### src/rtl/uart_tx_unit_pkg.sv
// Shared MiniUart transmitter definitions: FSM state encoding, default bit timing
// and the parity helper used when UART_TX_PARITY_EN is defined.
package uart_tx_unit_pkg;

  typedef enum logic [2:0] {
    ST_IDLE   = 3'd0,
    ST_START  = 3'd1,
    ST_DATA   = 3'd2,
    ST_PARITY = 3'd3,
    ST_STOP   = 3'd4
  } tx_state_t;

  localparam int TICKS_PER_BIT_DEF = 8;

  // Even parity: the parity bit makes the total count of ones (data + parity) even.
  function automatic logic even_parity(input logic [7:0] data);
    return ^data;
  endfunction

endpackage

### src/rtl/uart_tx_unit.sv
// MiniUart transmitting unit: THR + TSR double buffer shifting start/8 data/stop onto txd.
// Define UART_TX_PARITY_EN to insert an even parity bit between the data and stop bits.
module uart_tx_unit
  import uart_tx_unit_pkg::*;
#(
  parameter int TICKS_PER_BIT = TICKS_PER_BIT_DEF
) (
  input  logic       clk,
  input  logic       rst,
  input  logic       en_tx,
  input  logic [7:0] d_in,
  input  logic       load,
  output logic       ts,
  output logic       busy,
  output logic       txd,
  output logic       IRQ,
  output tx_state_t  state_dbg
);

  // Handshake: a write is accepted on any clk edge where load && ts; ts then drops
  // until the FSM moves THR into TSR. Writes while ts=0 are silently discarded.

  localparam int CNT_W = $clog2(TICKS_PER_BIT);
  localparam logic [CNT_W-1:0] CNT_RELOAD = CNT_W'(TICKS_PER_BIT - 1);

  tx_state_t        state;
  logic [7:0]       thr;
  logic [7:0]       tsr;
  logic [CNT_W-1:0] cnt;
  logic [2:0]       bits;
`ifdef UART_TX_PARITY_EN
  logic             par;
`endif

  assign IRQ       = ts;
  assign state_dbg = state;

  always_ff @(posedge clk) begin
    if (rst) begin
      state <= ST_IDLE;
      thr   <= '0;
      tsr   <= '0;
      cnt   <= '0;
      bits  <= '0;
      ts    <= 1'b1;
      txd   <= 1'b1;
      busy  <= 1'b0;
`ifdef UART_TX_PARITY_EN
      par   <= 1'b0;
`endif
    end else begin
      // A transfer only fires with ts=0, a write only with ts=1: they never collide.
      if (load && ts) begin
        thr <= d_in;
        ts  <= 1'b0;
      end
      if (en_tx) begin
        unique case (state)
          ST_IDLE: begin
            if (!ts) begin
              tsr   <= thr;
              ts    <= 1'b1;
              txd   <= 1'b0;
              cnt   <= CNT_RELOAD;
              bits  <= 3'd7;
              busy  <= 1'b1;
              state <= ST_START;
`ifdef UART_TX_PARITY_EN
              par   <= even_parity(thr);
`endif
            end
          end
          ST_START: begin
            if (cnt != '0) begin
              cnt <= cnt - CNT_W'(1);
            end else begin
              cnt   <= CNT_RELOAD;
              txd   <= tsr[0];
              state <= ST_DATA;
            end
          end
          ST_DATA: begin
            if (cnt != '0) begin
              cnt <= cnt - CNT_W'(1);
            end else begin
              cnt  <= CNT_RELOAD;
              tsr  <= tsr >> 1;
              bits <= bits - 3'd1;
              if (bits == 3'd0) begin
`ifdef UART_TX_PARITY_EN
                txd   <= par;
                state <= ST_PARITY;
`else
                txd   <= 1'b1;
                state <= ST_STOP;
`endif
              end else begin
                txd <= tsr[1];
              end
            end
          end
          ST_PARITY: begin
            if (cnt != '0) begin
              cnt <= cnt - CNT_W'(1);
            end else begin
              cnt   <= CNT_RELOAD;
              txd   <= 1'b1;
              state <= ST_STOP;
            end
          end
          ST_STOP: begin
            if (cnt != '0) begin
              cnt <= cnt - CNT_W'(1);
            end else if (!ts) begin
              // Pending byte: chain straight into the next start bit with no idle gap.
              tsr   <= thr;
              ts    <= 1'b1;
              txd   <= 1'b0;
              cnt   <= CNT_RELOAD;
              bits  <= 3'd7;
              state <= ST_START;
`ifdef UART_TX_PARITY_EN
              par   <= even_parity(thr);
`endif
            end else begin
              busy  <= 1'b0;
              state <= ST_IDLE;
            end
          end
          default: begin
            busy  <= 1'b0;
            txd   <= 1'b1;
            state <= ST_IDLE;
          end
        endcase
      end
    end
  end

endmodule

### config.mk
export PLATFORM = sky130hd
export DESIGN_NAME = uart_tx_unit
export DESIGN_NICKNAME = d
export VERILOG_FILES = /design/src/rtl/uart_tx_unit_pkg.sv /design/src/rtl/uart_tx_unit.sv
export SDC_FILE = /design/constraint.sdc
export NUM_CORES = 1
export LEC_CHECK = 0
export CELL_PAD_IN_SITES_DETAIL_PLACEMENT = 1
export CELL_PAD_IN_SITES_GLOBAL_PLACEMENT = 1
export CORE_AREA = 5 5 69 71
export DETAILED_ROUTE_END_ITERATION = 7
export DIE_AREA = 0 0 74 76
export PLACE_DENSITY_LB_ADDON = 0.1
export SYNTH_ARGS = -nofsm -noshare
export SYNTH_HDL_FRONTEND = slang
export SYNTH_SLANG_ARGS = --single-unit
### constraint.sdc
create_clock -name clk -period 1.5 [get_ports clk]
set_input_delay 0.3 -clock clk [delete_from_list [all_inputs] [get_ports clk]]
set_output_delay 0.3 -clock clk [all_outputs]
set_load 0.05 [all_outputs]
# Word level (Yosys, flattened, before mapping)
# Index checks and enable logic that the tools add are counted.
word_totals:
  inputBits: 12
  reg_bits: 28
  rom_bits: 0
  elab_cells: 70
  mem_bits_rw: 0
  mem_count: 0
  latchBits: 0
classes:
  n_mul: 0
  n_shift: 0
  n_bitwise: 1
  reduce_logical: 12
  n_lt_le_gt_ge: 0
  n_mux: 36
  div_mod_pow: 0
  add_sub_neg: 2
  n_eq_ne: 11
ops:
  columns: ["operator", "n"]
  rows:
  - ["$mux W3", 12]
  - ["$mux W8", 3]
  - ["$pmux W8 S3", 1]
  - ["$pmux W3 S3", 2]
  - ["$pmux W3 S5", 1]
  - ["$mux W1", 14]
  - ["$ne A2 B2 Y1 const B", 7]
  - ["$reduce_and A5 Y1", 2]
  - ["$reduce_bool A3 Y1", 3]
  - ["$reduce_and A7 Y1", 1]
  - ["$eq A3 B2 Y1 const B", 2]
  - ["$logic_not A3 Y1", 2]
  - ["$sub A3 B1 Y3 const B", 2]
  - ["$pmux W1 S5", 1]
  - ["$reduce_and A4 Y1", 1]
  - ["$eq A3 B1 Y1 const B", 1]
  - ["$eq A3 B3 Y1 const B", 1]
  - ["$pmux W1 S3", 1]
  - ["$reduce_or A3 Y1", 1]
  - ["$pmux W1 S2", 1]
  - ["$reduce_and A2 Y1", 1]
  - ["$logic_and A1 B1 Y1", 1]
  - ["$not A1 Y1", 1]

# Logic depth before layout (Yosys ltp)
depth:
  word_depth: 6
  ltp_mapped: 7

# Worst setup path before layout
# OpenSTA, ideal clock, no wires.
synth_timing:
  kind: "reg-to-reg"
  startpoint: "register state[0], in the netlist state_dbg[0]"
  endpoint: "register bits[1]"
  synth_period_minus_slack_ps: 1796
  path_stages_with_launch: 7
  setup_time_ps: 91
  arrival_ps: 1705
  n_path_buf: 2
  setup_slack_ps: -296
  cell_sequence: "dfxtp_1 -> buf_6 -> nor3b_1 -> and3_1 -> or2_1 -> buf_6 -> a311oi_1"
synth_between:
  elab_chain_cells: 3
synth_lines:
  columns: ["element", "line_no", "source"]
  rows:
  - ["start: declaration", "uart_tx_unit.sv:26", "tx_state_t state;"]
  - ["start signal: assignment", "uart_tx_unit.sv:40", "state <= ST_IDLE;"]
  - ["start signal: assignment", "uart_tx_unit.sv:67", "state <= ST_START;"]
  - ["start signal: assignment", "uart_tx_unit.sv:79", "state <= ST_DATA;"]
  - ["$eq A3 B2 Y1 (tied with other cells)", "uart_tx_unit.sv:58", "unique case (state)"]
  - ["$ne A2 B2 Y1 (no source line) or $reduce_bool A3 Y1 (tied branches)", null, null]
  - ["$reduce_and A4 Y1 (no source line)", null, null]
  - ["end signal: assignment", "uart_tx_unit.sv:88", "bits <= bits - 3'd1;"]
  - ["end: declaration", "uart_tx_unit.sv:30", "logic [2:0] bits;"]
# Parallel ways exist; a longest one is shown, timed or not.
# A chain may end at the register's enable or synchronous reset.

# Worst setup path after layout
# Same ends and word-level chain as after synthesis.

==> flow_summary.ini <==
[sta]
setup_viol = 13
relSlewSlack = 0.787
final_max_slew_viol_count = 0
report.final.hold_viol_count = 0
worst_pin_slew_ns = 0.317
setup_slack_ns = -0.114
min_period_ns = 1.61
period_share = 1.08
finClkSkew_ns = 0.00565
rsz0062_at_grt = true
max_freq_mhz = 620

[worst_hold_path]
min_path_type = reg -> reg
min_to = thr[6]$_SDFFE_PP0P_
worstHoldPathCells = 2
hp-start = thr[6]$_SDFFE_PP0P_

[worst_setup_path]
reg2reg_slack_ns = -0.11
r2r-end = bits[1]$_SDFFE_PP0P_
cpMaxStageDelayCell = or4b_4
r2r-start = state_dbg[0]$_SDFFE_PP0P_
critPathLaunchType = flip-flop
r2r_cells = 5
worstPathArrival_ns = 1.80
worstSetupPathType = reg -> reg
critPathTopFamily = simple AND/OR/NAND/NOR gates
required_ns = 1.69
cp_max_fo = 3
crit_chain = or4b_4 > a21oi_4 > buf_6 > nor3_2 > a311oi_2
path_buf_inv = 1
worst_setup_path_end_kind = flip-flop
worst_path_largest_cell_delay_ns = 0.56

[global_route]
grt_util_all_layers = 0.153
grt_pass1_wl_um = 6930
gr-total-overflow = 0
grt_max_degree = 28
grt_pass1_vias = 1545
antenna_found_initial = 0

[detailed_routing]
drtIter0Drc = 70
totalWireLength_um = 3990
ant_nets = 0
drc_errors = 0
vias_per_cell = 5.24
vias = 1321
wire_per_inst_um = 15.8
dr.pass1.iters = 4

[pwr]
clockPowerShare = 0.235
ir_drop_v = 0.000463
p_leak_nw = 0.790
seqPwrFrac = 0.450
internal-power_w = 0.00129
switching_share = 0.299
p_comb_frac = 0.315
powerDensity_nw_per_um2 = 851
switching_power_w = 0.000551

[logic_synthesis]
ys_seq_area_frac = 0.394
yosys_warnings = 0
synthCells = 156
ys_ff_latch = 28
synth_fp_nets = 172
netlist_area_um2 = 1420
yosysUniqueCellTypes = 40
synth_area_per_cell_um2 = 9.13

[cells_and_area]
stdcell_area_um2 = 2160
utilization = 0.518
layout_commonest_cell = buf_4
nFillCells = 458
diodes = 0
fin_nets = 217
layout-drive-gt1-share = 0.425
multi_input_area_um2 = 878
area_growth_pct = 51.9
seq_area_um2 = 573
final_cell_mix = buf_4 (28), dfxtp_1 (22), a21oi_1 (13)

[clock_tree]
cts_tree = done
clk_root_buffer_cell = clkbuf_8
clock_sinks = 28
clock_path_buffers = 2
cts_htree_levels = 1
clkTransAtPathRegs_ns = 0.10
numCtsBuffers = 3
clock_latency_ns = 0.28
hold_buffers = 0

[die]
start_util = 0.341
io_pins = 19
dieArea_um2 = 5620
rows = 24
die_x_um = 74
core_area_um2 = 4170
die_h_um = 76

[run_status]
violations = negative setup slack
status = complete, but fails checks

[placement]
dp_hpwl_um = 3000
gp_congestion = 0.801
pre_cts_slack_ns = -0.529
io_buffers = 18
place_area_um2 = 1950

[job]
cap_viol_max_count = 0
cells by family (layout without fill, tap and decap cells):
kind of cell             Yosys count  count (layout)  synth area share
buffers and inverters             21              65            0.0782
adder cells (fa/ha/maj)            4               4            0.0352
multiplexers                       7               7            0.0492
AO/OA/AOI/OAI                     44              44             0.241
flip-flops                        28              28             0.394
AND/OR/NAND/NOR                   52              52             0.203
stage by stage:
stage / total power, W / TNS (ns) / hold WS, ns / cells
2_1_floorplan: 0.00111 / -0.839 / 0.436 / 156
3_3_place_gp: 0.00133 / -6.01 / 0.453 / 244
3_5_place_dp: 0.00135 / -6.63 / 0.457 / 244
4_1_cts: 0.00183 / -0.896 / 0.472 / 251
5_1_grt: 0.00194 / -1.84 / 0.496 / 252
6_report: 0.00184 / -0.986 / 0.465 / 252
worst register-to-register path: stages, from the launching register on:
cell and delay, ns:
dfxtp_4 0.37, or4b_4 0.56, a21oi_4 0.17, buf_6 0.13, nor3_2 0.04, a311oi_2 0.24
cell type report:
class / instances / share of cell area
clock buffers: 4 / 0.0208
well taps: 52 / 0.0301
repair buffers: 54 / 0.266
flip-flops and latches: 28 / 0.265
inverters: 7 / 0.0121
multi-input cells: 107 / 0.406
power by group through the flow:
stage	combinational, W	clock [W]	sequential [W]
after floorplan	0.000246	0	0.000868
after global placement	0.000489	0	0.000841
after global routing	0.000632	0.000476	0.000836
after detailed placement	0.000509	0	0.000844
after CTS	0.000550	0.000451	0.000828
final	0.000580	0.000433	0.000828
worst max-delay path by stage:
stage | start | end | slack, ns | cells after the start
6_report | state_dbg[0]$_SDFFE_PP0P_ | bits[1]$_SDFFE_PP0P_ | -0.11 | 5
5_1_grt | state_dbg[0]$_SDFFE_PP0P_ | tsr[0]$_SDFFE_PP0P_ | -0.17 | 5
4_1_cts | state_dbg[0]$_SDFFE_PP0P_ | bits[1]$_SDFFE_PP0P_ | -0.11 | 5
3_5_place_dp | en_tx | bits[1]$_SDFFE_PP0P_ | -0.53 | 6
3_3_place_gp | en_tx | tsr[3]$_SDFFE_PP0P_ | -0.44 | 6
2_1_floorplan | state_dbg[1]$_SDFFE_PP0P_ | bits[1]$_SDFFE_PP0P_ | -0.09 | 5
sequential cells by signal (all words and copies together) (netlist names):
register,flops
IRQ,1
bits,3
busy,1
cnt,3
state_dbg,3
thr,8
tsr,8
txd,1
timing repair:
item                       4_1_cts  5_1_grt
gates resized for setup         16       17
setup endpoints to repair       16       19
setup buffers                    3        2
pin swaps                        4        8
metal layers:
layer  GRT usage  vias to the layer above  wire (µm)
met5           0                        -          0
met2       0.290                       16       2220
met4      0.0362                        0         38
li1            -                      661          -
met1       0.170                      639       1650
met3      0.0264                        5         85
synth_stat cells (all sizes together):
library cell,number,area [µm²]
a2111oi,1,8.76
a211oi,10,115
a21o,2,15.0
a21oi,15,86.3
a311oi,3,26.3
a31oi,2,12.5
and2b,1,10.0
and3,1,6.26
buf,11,73.8
clkbuf,3,11.3
dfxtp,28,561
ha,4,50.1
inv,7,26.3
mux2i,7,70.1
nand2,12,45.0
nand2b,3,18.8
nand3,10,50.1
nand3b,2,15.0
nand4,2,12.5
nor2,3,11.3
nor3,12,65.1
nor3b,2,15.0
o211ai,1,7.51
o21a,1,7.51
o21ai,5,25.0
o311ai,1,8.76
o31a,1,8.76
o31ai,1,12.5
o32ai,1,8.76
or2,1,6.26
or4b,3,33.8
Note: power is estimated with default switching activity, not from simulation.
